[src/rtl/reg4_op_arbiter.sv]
// Round-robin controller sharing one 4-bit mode-select register between two requesters.
// Latency: grant edge -> ISSUE -> SETTLE -> ACK, so ack is high in the third cycle after the grant edge.
// Backpressure: requesters hold req/op/data until ack; a new grant is taken only from IDLE.
// Optional feature macro: REG4_ARB_OPCNT_EN adds a saturating 8-bit op_count output.
module reg4_op_arbiter #(
  parameter int WIDTH = 4
) (
  input  logic             clk,
  input  logic             rst_n,
  input  logic [1:0]       req,
  input  logic [1:0]       op0,
  input  logic [WIDTH-1:0] data0,
  input  logic [1:0]       op1,
  input  logic [WIDTH-1:0] data1,
  output logic [1:0]       ack,
  output logic [WIDTH-1:0] rdata,
  output logic             busy,
  output logic [1:0]       reg_sel,
  output logic [WIDTH-1:0] reg_i,
`ifdef REG4_ARB_OPCNT_EN
  output logic [7:0]       op_count,
`endif
  input  logic [WIDTH-1:0] reg_a
);

  typedef enum logic [1:0] {
    IDLE   = 2'd0,
    ISSUE  = 2'd1,
    SETTLE = 2'd2,
    ACK    = 2'd3
  } state_t;

  state_t state;
  logic   ptr;   // last requester granted; starts at 1 so requester 0 wins the first tie
  logic   gnt;   // requester owning the in-flight operation
  logic   win;   // requester that would be granted at the next IDLE edge

  // Round-robin pick: a lone requester wins, a tie goes to whoever was not granted last
  always_comb begin
    win = 1'b0;
    if (req == 2'b11) begin
      win = ~ptr;
    end else if (req[1]) begin
      win = 1'b1;
    end
  end

  // Operation sequencer; all outputs are registered here so the register sees clean one-cycle drives
  always_ff @(posedge clk or negedge rst_n) begin
    if (!rst_n) begin
      state   <= IDLE;
      ptr     <= 1'b1;
      gnt     <= 1'b0;
      ack     <= 2'b00;
      rdata   <= '0;
      busy    <= 1'b0;
      reg_sel <= 2'b00;
      reg_i   <= '0;
    end else begin
      case (state)
        IDLE: begin
          ack     <= 2'b00;
          reg_sel <= 2'b00;
          reg_i   <= '0;
          if (|req) begin
            gnt     <= win;
            ptr     <= win;
            // The issued sel/I registers double as the latched op/data, so later input changes are ignored
            reg_sel <= win ? op1 : op0;
            reg_i   <= win ? data1 : data0;
            busy    <= 1'b1;
            state   <= ISSUE;
          end
        end
        ISSUE: begin
          // The register performs the operation on this edge; stop driving it right away
          reg_sel <= 2'b00;
          reg_i   <= '0;
          state   <= SETTLE;
        end
        SETTLE: begin
          // Register output now reflects the completed operation
          rdata <= reg_a;
          ack   <= gnt ? 2'b10 : 2'b01;
          state <= ACK;
        end
        ACK: begin
          ack   <= 2'b00;
          busy  <= 1'b0;
          state <= IDLE;
        end
        default: begin
          ack     <= 2'b00;
          busy    <= 1'b0;
          reg_sel <= 2'b00;
          reg_i   <= '0;
          state   <= IDLE;
        end
      endcase
    end
  end

`ifdef REG4_ARB_OPCNT_EN
  // Count completed operations, saturating at 255 instead of wrapping
  always_ff @(posedge clk or negedge rst_n) begin
    if (!rst_n) begin
      op_count <= 8'd0;
    end else if (state == ACK && op_count != 8'hFF) begin
      op_count <= op_count + 8'd1;
    end
  end
`endif

endmodule
[config.mk]
export PLATFORM = sky130hd
export DESIGN_NAME = reg4_op_arbiter
export DESIGN_NICKNAME = d
export VERILOG_FILES = /design/src/rtl/reg4_op_arbiter.sv
export SDC_FILE = /design/constraint.sdc
export NUM_CORES = 1
export LEC_CHECK = 0
export ABC_AREA = 1
export CORE_UTILIZATION = 30
export CTS_BUF_LIST = sky130_fd_sc_hd__clkbuf_8
export DETAILED_ROUTE_END_ITERATION = 12
export PLACE_DENSITY = 0.63
export SYNTH_ARGS = -nofsm -noshare
export SYNTH_HDL_FRONTEND = slang
export SYNTH_SLANG_ARGS = --single-unit
export TNS_END_PERCENT = 10
[constraint.sdc]
create_clock -name clk -period 2.55 [get_ports clk]
set_input_delay 0.255 -clock clk [delete_from_list [all_inputs] [get_ports clk]]
set_output_delay 0.255 -clock clk [all_outputs]
set_load 0.05 [all_outputs]
# == Yosys cells after proc, flatten, opt, wreduce, memory -nomap -nowiden ==
# Index checks and enable logic that the tools add are counted.
# word_totals
ff_bits,17
input_bits,20
wordCells,36
out_inout_bits,13
# op_classes
n_mux,14
n_bitwise,1
eq_ne,5
reduce_logical,8
# ops
op,count
$mux W2,4
$mux W4,2
$pmux W2 S2,2
$pmux W2 S4,1
$pmux W4 S2,1
$eq A2 B2 Y1 const B,3
$reduce_bool A2 Y1,3
$reduce_and A2 Y1,2
$reduce_or A2 Y1,2
$mux W1,3
$eq A2 B1 Y1 const B,1
$logic_not A2 Y1,1
$ne A2 B2 Y1 const B,1
$pmux W1 S2,1
$not A1 Y1,1

# == Depth between registers and ports, before layout ==
# logic_depth
ltp_word,5
depth_mapped,6
depth_no_buf,6

# == Worst setup path before layout ==
# Ideal clock, no wire load.
# synth_path
path_type,register -> register
from,reg state[0]
to,reg reg_i[0]
slack_ns,1.314
synth_period_minus_slack_ns,1.236
path_stages_with_launch,7
t_arrival_ns,1.170
cell_sequence,dfrtp_1 inv_1 ha_1 inv_2 nor3_4 nand3_1 nand2_1
# synth_via
elab_chain_cells,2
elab_cells_between_ends,4
cone_classes,eq/ne: 1; mux: 1; reduce/logical: 2
# synth_rtl
element,line_no,rtl
start: declaration,33,state_t state;
start signal: assignment,51,state <= IDLE;
start signal: assignment,72,state <= ISSUE;
start signal: assignment,79,state <= SETTLE;
$eq A2 B1 Y1 / $logic_not A2 Y1 (equally long branches),60,case (state)
$pmux W4 S2 / $reduce_bool A2 Y1 (equally long branches),--,
end signal: assignment,70,reg_i <= win ? data1 : data0;
end: declaration,19,"output logic [WIDTH-1:0] reg_i,"
# Parallel ways exist; a longest one is shown, timed or not.
# A chain may end at the register's enable or synchronous reset.

# == Worst setup path after layout ==
# layout_path
from,reg reg_sel[0]
to,out reg_sel[0]
# layout_lines
element,line_no,rtl
start: declaration,18,"output logic [1:0] reg_sel,"
start signal: assignment,69,reg_sel <= win ? op1 : op0;
# No word-level cell between the ends.

==> key figures <==
Outcome
  – Status: finished, final reports clean

Clock tree
  – Clk_lat worst skew: 0.25 ns
  – Cts bufs inserted: 3
  – CTS tree: built
  – Post-CTS Setup Inserts: 0
  – Maximum root-to-sink buffer count: 2
  – Worst-path clk slew: roughly 0.070 ns
  – Gates resized, CTS repair: 0
  – CTS root buffer: clkbuf_8
  – Clock sinks: 17
  – H-tree level count: 1
  – Hold-fix buffers at CTS: 0

Floorplanning
  – Core area: around 2700 um2
  – Die area: between 3000 and 4000 um2
  – Chip width: ~56 um
  – Die Span Y: about 56 um
  – Ports: 33
  – Num rows: 19
  – Starting Density: between 30% and 40%

Worst hold path
  – Class of the worst hold path: in2async

Logic synthesis
  – Syn Std Cell Area: around 860 um2
  – Adder-Cell Fraction of Synth Area: ~7.2%
  – FF+latch count, synth: 17
  – Multiplexer share of the synthesized area: around 5.2%
  – Cell variety after synth: 19
  – Largest family of logic cells by synthesized area: simple AND/OR/NAND/NOR gates
  – Syn_nets: about 110
  – Ys Warns: 0
  – Post-Synth Simple-Gate Area: 27.79%
  – Xor/xnor cell area share of the yosys netlist: 0%
  – Mapped Avg Cell Area: 9.714 um2
  – Post-synthesis sequential area ratio: between 40% and 50%
  – Post-synthesis compound-gate area fraction: 5.210%
  – Cells after synthesis: about 90

Critical path
  – Critical path buffers and inverters: 1
  – Delay of the slowest critical-path stage: about 0.8 ns
  – Delay-heaviest family, CP: buffers and inverters
  – Data arrival time of the worst path: 1.45 ns
  – CP Cell Sequence: clkdlybuf4s50_1
  – WP data required: ~2.3 ns
  – Crit-path max FO: 2
  – CP max-delay cell: clkdlybuf4s50_1
  – CP Class: reg2out
  – Worst setup SP type: flip-flop
  – CP Capture Type: output port

Global route
  – Global-route wire length before repair: between 3 and 4 mm
  – Grt total ovfl: 0
  – Via count of the first global-routing pass: around 760
  – GRT Overall Usage: about an eighth
  – Initial antenna violation count: 0
  – Largest net degree at the start of global routing: 18

Detailed routing
  – Routed wl met2: roughly 840 um
  – Initial drt markers: 9
  – Post-route ant nets: 0
  – Max Used Layer: met4
  – Drt pass-1 iters: 4
  – DRT Wirelength: 1.736 mm
  – Total number of vias: 702
  – WL met3: roughly 110 um
  – DR DRC count: 0
  – Routed wire length per instance: 11.20 um
  – Via/cell ratio: 4.529
  – Met1 wire length: between 700 and 800 um

Finish
  – Commonest non-fill, non-tap cell in the layout: clkdlybuf4s50_1
  – Ant. Diodes: 0
  – Final core occ: a little under half
  – Most frequent cells in the layout: clkdlybuf4s50_1, nand2_1, dfrtp_1
  – Area Overhead vs Synth: 46.02%
  – NumNets Final: 150
  – Share of cells above drive strength 1: roughly 13%

STA
  – Max Clock Skew: 0.002841 ns
  – Fin crit share: roughly 67%
  – Post-layout min period: 1.705 ns
  – Final Hold Vio Count: 0
  – Final setup TNS: 0 ns
  – Max Slew Vio Count: 0
  – Max frequency: 586.4 MHz
  – Worst Max-Slew Pin Slew: approximately 0.74 ns
  – Final setup vio count: 0
  – RSZ-0062 raised after global routing: no
  – Relative slew slack: about half

Placed design
  – GP Congestion: around 0.79
  – Port buffer count: 32
  – Placed wire-length estimate: 1.419 mm

Power
  – P_int: 836.8 uW
  – VDD IR-drop max: between 700 and 800 uV
  – Clock Power Share: 12.7%
  – Leak: a little under 0.6 nW
  – Gate power share: 57.2%
  – PD cells: between 1000 and 1500 nW/um2
  – Reg power frac: between 30% and 40%
  – Switching pwr: approximately 730 uW
  – Net Sw Frac: between 40 and 50%

Flow run
  – Max Cap Viol: 0
[metal layers]
metal,global-route usage [%],vias to the layer above
met3,2.326,5
li1,-,354
met5,0,-
met1,13.39,315
met2,22.89,28
met4,10.36,0
[per-stage QoR]
stage          hold slack [ns]  total power, mW  std cells  setup slack [ns]  area, um2
6_report                0.4377            1.571        155            0.8446       1262
4_1_cts                 0.4723            1.590        155            0.8456       1262
5_1_grt                 0.5108            1.690        155            0.8087       1262
2_1_floorplan         -0.04059            1.098         89             1.314      864.6
3_3_place_gp            0.4628            1.363        151            0.9715       1216
3_5_place_dp            0.4650            1.388        151            0.9151       1216
[power groups by stage]
stage	Combinational (mW)	Clock (mW)	Sequential, mW
floorplan	0.345	0	0.753
global placement	0.891	0	0.471
detailed placement	0.912	0	0.476
CTS	0.912	0.204	0.474
global route	0.983	0.218	0.489
finish	0.898	0.200	0.473
[layout make-up]
class	instances	area, um2
fillers	271	1471
clock inverters	1	5.005
flip-flops and latches	17	426.7
multi-input cells	61	392.9
inverters	10	37.54
well taps	31	38.79
repair buffers	32	320.3
clock buffers	3	41.29
[synth_stat cells]
master    count  share of area, %
nand2_1      24                10
dfrtp_1      16                46
inv_1         9               3.9
nand3_1       7               4.1
nand3b_1      6               5.2
ha_1          5               7.2
o21ai_1       5               2.9
mux2_2        4               5.2
nand2_2       3               2.2
buf_4         1              0.87
dfstp_2       1               3.0
inv_2         1              0.43
nand2_4       1               1.3
nor2_1        1              0.43
nor2_8        1               2.3
nor3_4        1               1.9
o21a_1        1              0.87
o21ai_0       1              0.58
o31ai_1       1              0.87
[cell families (layout without fill, tap and decap cells)]
logic type / count (synthesis) / count (layout)
buffers and inverters: 11 / 46
AOI/OAI and AO/OA: 8 / 8
muxes: 4 / 4
DFF: 17 / 17
adders and majority gates: 5 / 5
and+or+nand+nor: 44 / 44
[sequential cells by signal (all words and copies together), names as in the netlist]
name	flops
rdata	4
reg_i	4
ack	2
reg_sel	2
state	2
busy	1
gnt	1
ptr	1
[path summary, 6_finish.rpt]
kind	from	endpoint	slack [ns]	depth (start not counted)
worst max-delay path	reg_sel[0]$_DFFE_PN0P_	reg_sel[0]	0.84	1
worst min-delay path	rst_n	gnt$_DFFE_PN0P_	0.44	1
worst max register to register	state[1]$_DFFE_PN0P_	reg_sel[1]$_DFFE_PN0P_	1.11	6
worst min register to register	ack[0]$_DFFE_PN0P_	ack[0]$_DFFE_PN0P_	0.47	2
max in group asynchronous	rst_n	ack[1]$_DFFE_PN0P_	1.65	1
min in group clk	ack[0]$_DFFE_PN0P_	ack[0]$_DFFE_PN0P_	0.47	2
(Power assumes the default switching activity.)
